## config.mk

```make
export PLATFORM = sky130hd
export DESIGN_NAME = rom_fetch_sched
export DESIGN_NICKNAME = d
export VERILOG_FILES = /design/src/rtl/rom_fetch_sched.sv
export SDC_FILE = /design/constraint.sdc
export NUM_CORES = 1
export LEC_CHECK = 0
export ABC_AREA = 1
export BUFFER_PORTS_ARGS = -buffer_cell sky130_fd_sc_hd__buf_4
export CAP_MARGIN = 40
export CORE_ASPECT_RATIO = 1.1
export CORE_MARGIN = 1.5
export CORE_UTILIZATION = 50
export CTS_CLUSTER_DIAMETER = 200
export CTS_CLUSTER_SIZE = 16
export DETAILED_ROUTE_END_ITERATION = 12
export HOLD_SLACK_MARGIN = 0.03
export PLACE_DENSITY = 0.73
export SYNTH_ARGS = -nofsm -noshare
export SYNTH_HDL_FRONTEND = slang
export SYNTH_SLANG_ARGS = --single-unit
```

## constraint.sdc

```tcl
create_clock -name clk -period 2.85 [get_ports clk]
set_clock_uncertainty 0.2 [all_clocks]
set_input_delay 0.4275 -clock clk [delete_from_list [all_inputs] [get_ports clk]]
set_output_delay 0.4275 -clock clk [all_outputs]
set_load 0.01 [all_outputs]
```

## src/rtl/rom_fetch_sched.sv

```systemverilog
// Back-pressurable ROM fetch sequencer: reads nibble pairs, packs them into 8-bit samples
// and broadcasts each sample to two consumers with independent valid/ready handshakes.
`timescale 1ns/1ps
module rom_fetch_sched #(
  parameter int ADDR_W    = 10,
  parameter int DEPTH_NIB = 1024,
  parameter int BASE      = 0
) (
  input  logic              clk,
  input  logic              reset,
  input  logic              i_start,
  output logic              o_rom_cen,
  output logic [ADDR_W-1:0] o_rom_a,
  input  logic [3:0]        i_rom_q,
  output logic [7:0]        o_sample,
  output logic              o_l_valid,
  input  logic              i_l_ready,
  output logic              o_h_valid,
  input  logic              i_h_ready,
  output logic              o_busy,
  output logic              o_done,
  output logic [ADDR_W-1:0] o_sample_cnt
);

  typedef enum logic [2:0] {S_IDLE, S_RD_HI, S_RD_LO, S_CAP, S_HOLD, S_DONE} state_t;

  // One extra address bit so the end-of-run address never aliases onto BASE.
  localparam logic [ADDR_W:0]   ADDR_BASE = (ADDR_W+1)'(BASE);
  localparam logic [ADDR_W:0]   ADDR_END  = (ADDR_W+1)'(BASE + DEPTH_NIB);
  localparam logic [ADDR_W:0]   ADDR_ONE  = (ADDR_W+1)'(1);
  localparam logic [ADDR_W-1:0] CNT_MAX   = ADDR_W'(DEPTH_NIB / 2);
  localparam logic [ADDR_W-1:0] CNT_ONE   = ADDR_W'(1);

  state_t            r_state;
  state_t            w_state_nxt;
  logic [ADDR_W:0]   r_addr;
  logic [3:0]        r_hi;
  logic [7:0]        r_sample;
  logic [1:0]        r_pend;
  logic [1:0]        w_pend_nxt;
  logic              w_deliver;
  logic [ADDR_W-1:0] r_cnt;

  assign o_rom_cen    = !((r_state == S_RD_HI) || (r_state == S_RD_LO));
  assign o_rom_a      = r_addr[ADDR_W-1:0];
  assign o_sample     = r_sample;
  assign o_l_valid    = (r_state == S_HOLD) && r_pend[0];
  assign o_h_valid    = (r_state == S_HOLD) && r_pend[1];
  assign o_busy       = (r_state == S_RD_HI) || (r_state == S_RD_LO) ||
                        (r_state == S_CAP)   || (r_state == S_HOLD);
  assign o_done       = (r_state == S_DONE);
  assign o_sample_cnt = r_cnt;

  always_ff @(posedge clk or posedge reset) begin
    if (reset) r_state <= S_IDLE;
    else       r_state <= w_state_nxt;
  end

  // A sample is delivered on the edge where the last outstanding consumer accepts.
  always_comb begin
    w_state_nxt = r_state;
    w_pend_nxt  = r_pend;
    w_deliver   = 1'b0;
    case (r_state)
      S_IDLE, S_DONE: if (i_start) w_state_nxt = S_RD_HI;
      S_RD_HI:        w_state_nxt = S_RD_LO;
      S_RD_LO:        w_state_nxt = S_CAP;
      S_CAP: begin
        w_pend_nxt  = 2'b11;
        w_state_nxt = S_HOLD;
      end
      S_HOLD: begin
        w_pend_nxt = r_pend & ~{o_h_valid & i_h_ready, o_l_valid & i_l_ready};
        if (w_pend_nxt == 2'b00) begin
          w_deliver   = 1'b1;
          w_state_nxt = (r_addr == ADDR_END) ? S_DONE : S_RD_HI;
        end
      end
      default: w_state_nxt = S_IDLE;
    endcase
  end

  always_ff @(posedge clk or posedge reset) begin
    if (reset) begin
      r_addr   <= ADDR_BASE;
      r_hi     <= 4'h0;
      r_sample <= 8'h00;
      r_pend   <= 2'b00;
      r_cnt    <= '0;
    end else begin
      r_pend <= w_pend_nxt;
      case (r_state)
        S_IDLE, S_DONE: begin
          if (i_start) begin
            r_addr <= ADDR_BASE;
            r_cnt  <= '0;
          end
        end
        S_RD_HI: r_addr <= r_addr + ADDR_ONE;
        S_RD_LO: begin
          r_hi   <= i_rom_q;
          r_addr <= r_addr + ADDR_ONE;
        end
        S_CAP:   r_sample <= {r_hi, i_rom_q};
        S_HOLD:  if (w_deliver && (r_cnt != CNT_MAX)) r_cnt <= r_cnt + CNT_ONE;
        default: ;
      endcase
    end
  end

endmodule

```

# Word-level counts from Yosys, hierarchy flattened
# Index checks and enable logic that the tools add are counted.
[totals]
regBits = 38
inputBits = 9
output_inout_bits = 33
elab_cells = 51
[classes]
n_addsub = 2
n_eq_ne = 10
muxes = 12
n_bitwise = 4
reduce_logical = 17
[ops]
columns = ["op", "n"]
rows = [
  ["one-hot mux 11 bit (2 select lines)", 1],
  ["2-to-1 mux 10 bit", 2],
  ["one-hot mux 10 bit (2 select lines)", 1],
  ["one-hot mux 3 bit (5 select lines)", 1],
  ["adder 11 x 1 -> 11 bit (second input constant)", 1],
  ["equality test 11 bit (second input constant)", 1],
  ["2-to-1 mux 11 bit", 1],
  ["adder 10 x 1 -> 10 bit (second input constant)", 1],
  ["inequality test 10 bit (second input constant)", 1],
  ["2-to-1 mux 3 bit", 3],
  ["equality test 3 x 2 -> 1 bit (second input constant)", 2],
  ["equality test 3 bit (second input constant)", 2],
  ["nonzero test 2 bit", 3],
  ["inequality test 2 x 1 -> 1 bit (second input constant)", 2],
  ["one-hot mux 2 bit (2 select lines)", 1],
  ["AND reduction 2 bit", 2],
  ["OR reduction 2 bit", 2],
  ["equality test 3 x 1 -> 1 bit (second input constant)", 1],
  ["logical AND 1 bit", 3],
  ["zero test 3 bit", 1],
  ["logical OR 1 bit", 3],
  ["AND reduction 3 bit", 1],
  ["AND 1 bit", 2],
  ["AND 2 bit", 1],
  ["other kinds (5)", 6],
]

# Depth between registers and ports, before layout
# Gate-level depths: netlist of the first run.
[depth]
word_depth = 11
depth_mapped = 10
depth_no_buf = 10

# Least setup slack after synthesis of the first run
# Ideal clock, no wire load.
[synth_timing]
path_kind = "register -> output"
start = "register r_state[2]"
end = "output o_busy"
t_arrival_ns = 1.072
required_ns = 2.223
slack_ns = 1.150
stages_incl_launch_ff = 6
cell_sequence = "dfrtp_1 -> buf_2 -> inv_1 -> nand3_1 -> buf_2 -> nand3_1"
[synth_between]
elab_chain_len = 4
elab_cells_between_ends = 7
[synth_lines]
columns = ["element", "line_no", "text"]
rows = [
  ["start: declaration", "34", "state_t r_state;"],
  ["start signal: assignment", "56", "else r_state <= w_state_nxt;"],
  ["equality test 3 x 1 -> 1 bit or equality test 3 x 2 -> 1 bit (tied branches)", "49", "assign o_busy = (r_state == S_RD_HI) || (r_state == S_RD_LO) ||"],
  ["logical OR 1 bit (2 in series)", "49", ""],
  ["logical OR 1 bit (*)", "50", "(r_state == S_CAP) || (r_state == S_HOLD);"],
  ["end: declaration", "20", "output logic o_busy,"],
]
# Every way passes the cells marked *; elsewhere a longest branch is shown, timed or not.

# Worst setup path after layout of the first run
[layout_timing]
start = "register r_state[1]"
end = "output o_busy"
# The elaborated chain is that of the path after synthesis.

==> results of run 1 <==
## sequential cells by signal (all words and copies together), names as in the netlist
signal,flops
o_sample,8
o_sample_cnt,10
r_addr,11
r_hi,4
r_pend,2
r_state,3
## Yosys cell counts
cell      count
nor3b_1       3
mux2_2        4
inv_2         3
nor3_1        5
o21ai_2       2
dfrtp_1      38
o21ai_1       9
buf_2         4
nor2_8        1
nor2_1       24
buf_4        10
nand2_2       6
nand4_1       4
clkbuf_1      1
nand3_2       1
nor2_2        3
or2_2         3
nand2_1      88
nand3_1      23
xnor2_1       1
xor2_1        2
inv_1        36
o21ai_0      12
nand3b_1      1
nor2_4        1
ha_1          4
a21oi_1       3
## layer usage
layer | global-route usage, % | vias up | wire (um) | part of all wire (%)
met5 | 0 | - | 0 | 0
met4 | 8.16 | 0 | 80 | 1.8
met3 | 4.81 | 7 | 209 | 4.7
met2 | 32.2 | 38 | 2080 | 47
met1 | 26.6 | 893 | 2070 | 47
li1 | - | 973 | - | -
## cell usage in the layout (no fill, tap or decap), types with 5 or more instances in the layout
master and instances:
nor3_1 5, clkbuf_8 6, inv_1 36, o21ai_0 12
dfrtp_1 38, nand3_1 23, nand2_1 88, nand2_2 6
buf_4 44, o21ai_1 9, nor2_1 24
## report_power, final
part / leakage [uW] / total [uW] / internal (uW) / switching, uW
combinational: 0.000813 / 1030 / 418 / 611
sequential: 0.000491 / 842 / 696 / 146
clock: 0.0000472 / 385 / 194 / 190
total: 0.00135 / 2260 / 1310 / 947
## critical path, cell delays in order (launching register included)
cell and delay [ns]:
dfrtp_1 0.44, inv_1 0.12, o21ai_1 0.13, nor2_1 0.05, buf_4 0.18, inv_1 0.12
nand3_1 0.10, buf_4 0.16
## how the worst max path moves through the flow
stage                     from  endpoint  slack, ns  depth (start not counted)
floorplan           r_state[2]    o_busy       1.15                          5
global placement    r_state[0]    o_busy       1.01                          7
detailed placement  r_state[0]    o_busy       0.96                          7
CTS                 r_state[1]    o_busy       0.62                          7
global route        r_state[1]    o_busy       0.49                          7
finish              r_state[1]    o_busy       0.63                          7
## cells by family after synthesis
family | Yosys count
buffers and inverters | 54
adders and majority gates | 4
DFF | 38
and+or+nand+nor | 163
xor gates and xnor gates | 3
AOI/OAI and AO/OA | 26
muxes | 4
## area by class of cell
type / instances / area share, %
multi-input cells: 200 / 38.4
well taps: 54 / 2.62
clock buffers: 6 / 3.20
inverters: 39 / 5.67
clock inverters: 2 / 0.485
repair buffers: 44 / 12.8
flip-flops and latches: 38 / 36.8
## through the flow
stage / setup slack, ns / total power, uW / cell area (um^2) / hold WS, ns
2_1_floorplan: 1.15 / 1540 / 2190 / 0.249
6_report: 0.629 / 2260 / 2580 / 0.0408
5_1_grt: 0.487 / 2450 / 2580 / 0.0742
4_1_cts: 0.617 / 2290 / 2580 / 0.0621
3_3_place_gp: 1.01 / 1860 / 2490 / 0.265
3_5_place_dp: 0.965 / 1890 / 2490 / 0.274
==> summary.md, run 1 <==
| Metric | Value |
|---|---|
| Status | `completed` |
| Initial Util | `51.4%` |
| Period minus WS final | `2.22 ns` |
| Fin util | `60.7%` |
| Mapped Cells | `292` |
| Largest family of logic cells by synthesized area | `simple AND/OR/NAND/NOR gates` |
| Root buf cell | `clkbuf_8` |
| Hold WC Path Type | `in -> async` |
| Static leakage | `0.00135 uW` |
| Final Hold Vio Count | `0` |
| Area share of the largest cell type after synthesis | `a little over two fifths` |
| CTS tree | `built` |
| H-Tree Level Count | `2` |
| Synth Net Count | `305` |
| Initial antenna violation count | `0` |
| Crit Path Category | `reg -> out` |
| Share of cells above drive strength 1 | `23.1%` |
| Die ar. | `about 4800 um^2` |
| First-pass GRT wire length | `7380 um` |
| Initial DRC count | `83` |
| Reg2reg setup slack | `about 0.97 ns` |
| CP arrival | `1.59 ns` |
| Reg2Reg Launch Point | `r_state[0]` |
| I/O pins | `42` |
| Vias in the first global route | `1682` |
| Core area | `4250 um^2` |
| Fin Setup TNS | `0 ns` |
| Slew margin rel. | `approximately two thirds` |
| Multi-input gate area | `991 um^2` |
| Number of antenna diodes | `0` |
| Routed Antenna Nets | `0` |
| Area growth, synth to finish | `18.0%` |
| Max-slew violation count | `0` |
| # setup viols final | `0` |
| Worst Setup End Kind | `output pin` |
| Compound-gate portion of the synthesized area | `6.29%` |
| # rows | `25` |
| Avg WL per Cell | `11.6 um` |
| Yosys reg bits | `38` |
| Cts hold-fix bufs | `0` |
| Largest net degree at the start of global routing | `39` |
| Post-cts gate resize count | `0` |
| RePlAce Congestion | `just over 0.8` |
| Non-Filler Instances | `383` |
| Hpwl dp | `3210 um` |
| Sequential share of the synthesized area | `between 40% and 50%` |
| Worst-Skew Late Latency | `0.29 ns` |
| Buffers on Ports | `~40` |
| GRT Util Overall | `20.2%` |
| Synth top area cells | `dfrtp_1 43%, nand2_1 15%, inv_1 6.2%` |
| Placed insts | `375` |
| XOR/XNOR Fraction of Synth Area | `~1.2%` |
| Die Wd | `66.1 um` |
| Post-Synth Adder-Cell Area | `under 10%` |
| Worst vdd ir | `0.494 mV` |
| Clock Path Buffers | `2` |
| Clock Pin Slew Worst Setup and Hold Paths | `0.07 ns` |
| Mux cell area share after synthesis | `2.06%` |
| Routed wire length | `~4400 um` |
| Fin nets | `around 340` |
| Gr ovfl total | `0` |
| RSZ-0062 raised after global routing | `no` |
| Critical path launch point type | `flip-flop` |
| Avg Cell Area, Syn | `7.49 um^2` |
| Cts bufs inserted | `5` |
| Area share of and/or/nand/nor cells after synthesis | `33.5%` |
| Pwr dens | `874 nW/um^2` |
| Crit Path Max Fanout | `12` |
| MaxCap Viol Count | `0` |
| Fmax | `0.450 GHz` |
| Yosys warnings | `0` |
| Syn Std Cell Area | `2190 um^2` |
| Worst EP required | `roughly 2.2 ns` |
| Leading area contributor after synthesis | `dfrtp_1` |
| Total number of vias | `between 1500 and 2000` |
| # Post-CTS Setup Buffers | `0` |
| Total iterations of the first detailed-routing run | `4` |
| Critical R2R Capture | `o_sample_cnt[1]` |
| Vias per inst | `4.99` |
| Clk sink count | `38` |
| Layout filler cell count | `409` |
| Period Utilization, post-route | `77.9%` |
| Worst slew pin tran | `0.476 ns` |
| FF+latch area | `951 um^2` |
| Cell count of the worst reg-to-reg path | `8` |
| Die Y | `72.4 um` |
| Drt drc | `0` |
| Synth cell types | `27` |
Note: power is estimated with default switching activity, not from simulation.
==> run 2: changes to the inputs <==
- PLACE_DENSITY: 0.73 -> 0.76
- clock period: 2.85 -> 1.81 ns (I/O delays scaled with it)
==> summary.md, run 2 (synthesis gave the netlist of run 1 again) <==
| Metric | Value |
|---|---|
| Die ar. | `4780 um^2 (unchanged)` |
| Net Sw Frac | `42.5% (+0.45 points)` |
| Most common cell after layout, fill and taps aside | `nand2_1` |
| Commonest non-fill, non-tap cells in the layout | `88 x nand2_1, 52 x buf_4, 34 x dfrtp_1` |
| Static leakage | `0.00145 uW (+7.0%)` |
| Fin nets | `357 (+4.7%)` |
| Initial Util | `51.4% (unchanged)` |
| Buffers on Ports | `41 (unchanged)` |
| RePlAce Congestion | `0.839 (+2.9%)` |
| Worst Setup End Kind | `output pin` |
| H-Tree Level Count | `2 (unchanged)` |
| Clock power frac | `15.4% (-1.7 points)` |
| First-pass GRT wire length | `7940 um (+7.6%)` |
| Clock Pin Slew Worst Setup and Hold Paths | `0.08 ns (about the same)` |
| Period Utilization, post-route | `101%` |
| Total number of vias | `1973 (+3.2%)` |
| Clock Path Buffers | `2 (unchanged)` |
| Failing checks | `negative setup slack` |
| Post-route worst setup slack | `-0.0241 ns (-0.653 ns)` |
| Layout filler cell count | `372 (-9.0%)` |
| Hold WC Path Type | `in -> reg` |
| Number of antenna diodes | `0 (unchanged)` |
| Area growth, synth to finish | `27.7%` |
| Core area | `4250 um^2 (unchanged)` |
| Gr ovfl total | `0 (unchanged)` |
| Fmax | `0.545 GHz` |
| Share of cells above drive strength 1 | `29.9% (+6.8 points)` |
| CTS tree | `built` |
| Largest net degree at the start of global routing | `39 (unchanged)` |
| GRT Util Overall | `21.9% (+1.7 points)` |
| Vias in the first global route | `1836 (+9.2%)` |
| Worst slew pin tran | `0.480 ns (+0.00336 ns)` |
| Initial antenna violation count | `0 (unchanged)` |
| Final Hold Vio Count | `0 (unchanged)` |
| Combinational share of power | `51.6% (+6.0 points)` |
| Crit Path Max Fanout | `4 (-8)` |
| CP arrival | `1.36 ns (-0.23 ns)` |
| Max reg flops | `11 (unchanged)` |
| Routed wire length | `4960 um (+12%)` |
| Die Wd | `66.1 um (unchanged)` |
| Cts bufs inserted | `5 (unchanged)` |
| Drt drc | `0 (unchanged)` |
| # rows | `25 (unchanged)` |
| Max-slew violation count | `0 (unchanged)` |
| Clk sink count | `38 (unchanged)` |
| Worst vdd ir | `0.957 mV (+94%)` |
| Vias per inst | `4.94 (-0.90%)` |
| Worst EP required | `1.34 ns (-0.88 ns)` |
| Switching pwr | `1700 uW (+79%)` |
| RSZ-0062 raised after global routing | `yes` |
| Die Y | `72.4 um (unchanged)` |
| Multi-input gate area | `1060 um^2 (+7.1%)` |
| Root buf cell | `clkbuf_8` |
| # setup viols final | `1 (+1)` |
| Critical path launch point type | `flip-flop` |
| Period minus WS final | `1.83 ns` |
| Design Power | `4000 uW (+77%)` |
| Sequential power share | `32.9% (-4.4 points)` |
| Placed insts | `381 (+1.6%)` |
| I/O pins | `42 (unchanged)` |
| Hpwl dp | `3350 um (+4.2%)` |
| Non-Filler Instances | `399 (+4.2%)` |
| FF+latch area | `956 um^2 (+0.53%)` |
| Slew margin rel. | `68.0% (-0.22 points)` |
| Status | `complete, but fails checks` |
| Pwr dens | `1430 nW/um^2 (+64%)` |
| Total iterations of the first detailed-routing run | `4 (unchanged)` |
| Avg WL per Cell | `12.4 um (+7.1%)` |
| Initial DRC count | `165 (+99%)` |
| MaxCap Viol Count | `0 (unchanged)` |
| Worst-Skew Late Latency | `0.30 ns (about the same)` |
| Biggest register | `r_addr` |
| Routed Antenna Nets | `0 (unchanged)` |
| Crit Path Category | `reg -> out` |
| Internal | `2300 uW (+76%)` |
-- run 2: cell count changes in the layout (fill, tap and decap cells not counted), moves of 4 or more --
cell and delta:
buf_4 +8, dfrtp_2 +4, dfrtp_1 -4, buf_6 +6
-- run 2: layout make-up --
class | instances | area share [%]
Tap cell | 54 | 2.42
Sequential cell | 38 | 34.2
Multi-Input combinational cell | 201 | 38.0
Timing Repair Buffer | 59 | 16.7
Inverter | 39 | 5.24
Clock inverter | 2 | 0.448
Clock buffer | 6 | 2.96
-- run 2: critical path: stages, from the launching register on --
cell,delay [ns]
dfrtp_2,0.45
nor2_4,0.16
buf_6,0.12
nor2_2,0.04
inv_2,0.08
nand3_2,0.09
buf_6,0.13
-- run 2: timing repair --
| item | 4_1_cts | 5_1_grt |
|---|---|---|
| resized for setup | 10 | 15 |
| endpoints found under the hold margin | 38 | 0 |
| gates cloned | 0 | 1 |
| setup endpoints to repair | 4 | 14 |
| pin swaps | 2 | 7 |
| hold buffers | 1 | 0 |
| buffers inserted | 4 | 4 |
-- run 2: path summary, 6_finish.rpt --
check / startpoint / end / slack (ns) / cells past startpoint
setup / recovery: r_state[0] / o_busy / -0.02 / 6
hold / removal: i_rom_q[3] / o_sample[3] / 0.04 / 3
setup reg to reg: r_state[0] / o_sample_cnt[2] / 0.02 / 9
hold reg to reg: r_hi[2] / r_hi[2] / 0.28 / 2
max in group asynchronous: reset / o_sample_cnt[0] / 0.60 / 4
min in group asynchronous: reset / r_addr[5] / 0.44 / 4
-- run 2: through the flow --
step	util [%]	hold slack, ns	TNS, ns	setup WS (ns)	cell area (um^2)
after floorplan	-	0.230	0	0.242	2190
after CTS	63.2	0.0375	-0.0378	-0.0189	2690
after global routing	65.7	0.0599	-0.488	-0.0719	2790
after detailed placement	59.5	0.230	0	0.0922	2530
after global placement	59.5	0.222	0	0.144	2530
final	65.7	0.0389	-0.0241	-0.0241	2790
-- run 2: per-layer routing --
metal / wire length (um) / part of all wire, % / vias to the layer above / GRT usage (%)
met5: 0 / 0 / - / 0
met4: 72 / 1.5 / 0 / 7.03
met3: 214 / 4.3 / 7 / 4.96
met2: 2460 / 50 / 38 / 37.0
met1: 2220 / 45 / 914 / 27.7
li1: - / - / 1014 / -
-- run 2: power groups by stage --
| stage | Sequential (uW) | Clock [uW] | Combinational, uW |
|---|---|---|---|
| 2_1_floorplan | 1330 | 0 | 1100 |
| 3_3_place_gp | 1310 | 0 | 1700 |
| 3_5_place_dp | 1320 | 0 | 1730 |
| 4_1_cts | 1310 | 637 | 1850 |
| 5_1_grt | 1350 | 668 | 2270 |
| 6_report | 1320 | 617 | 2060 |
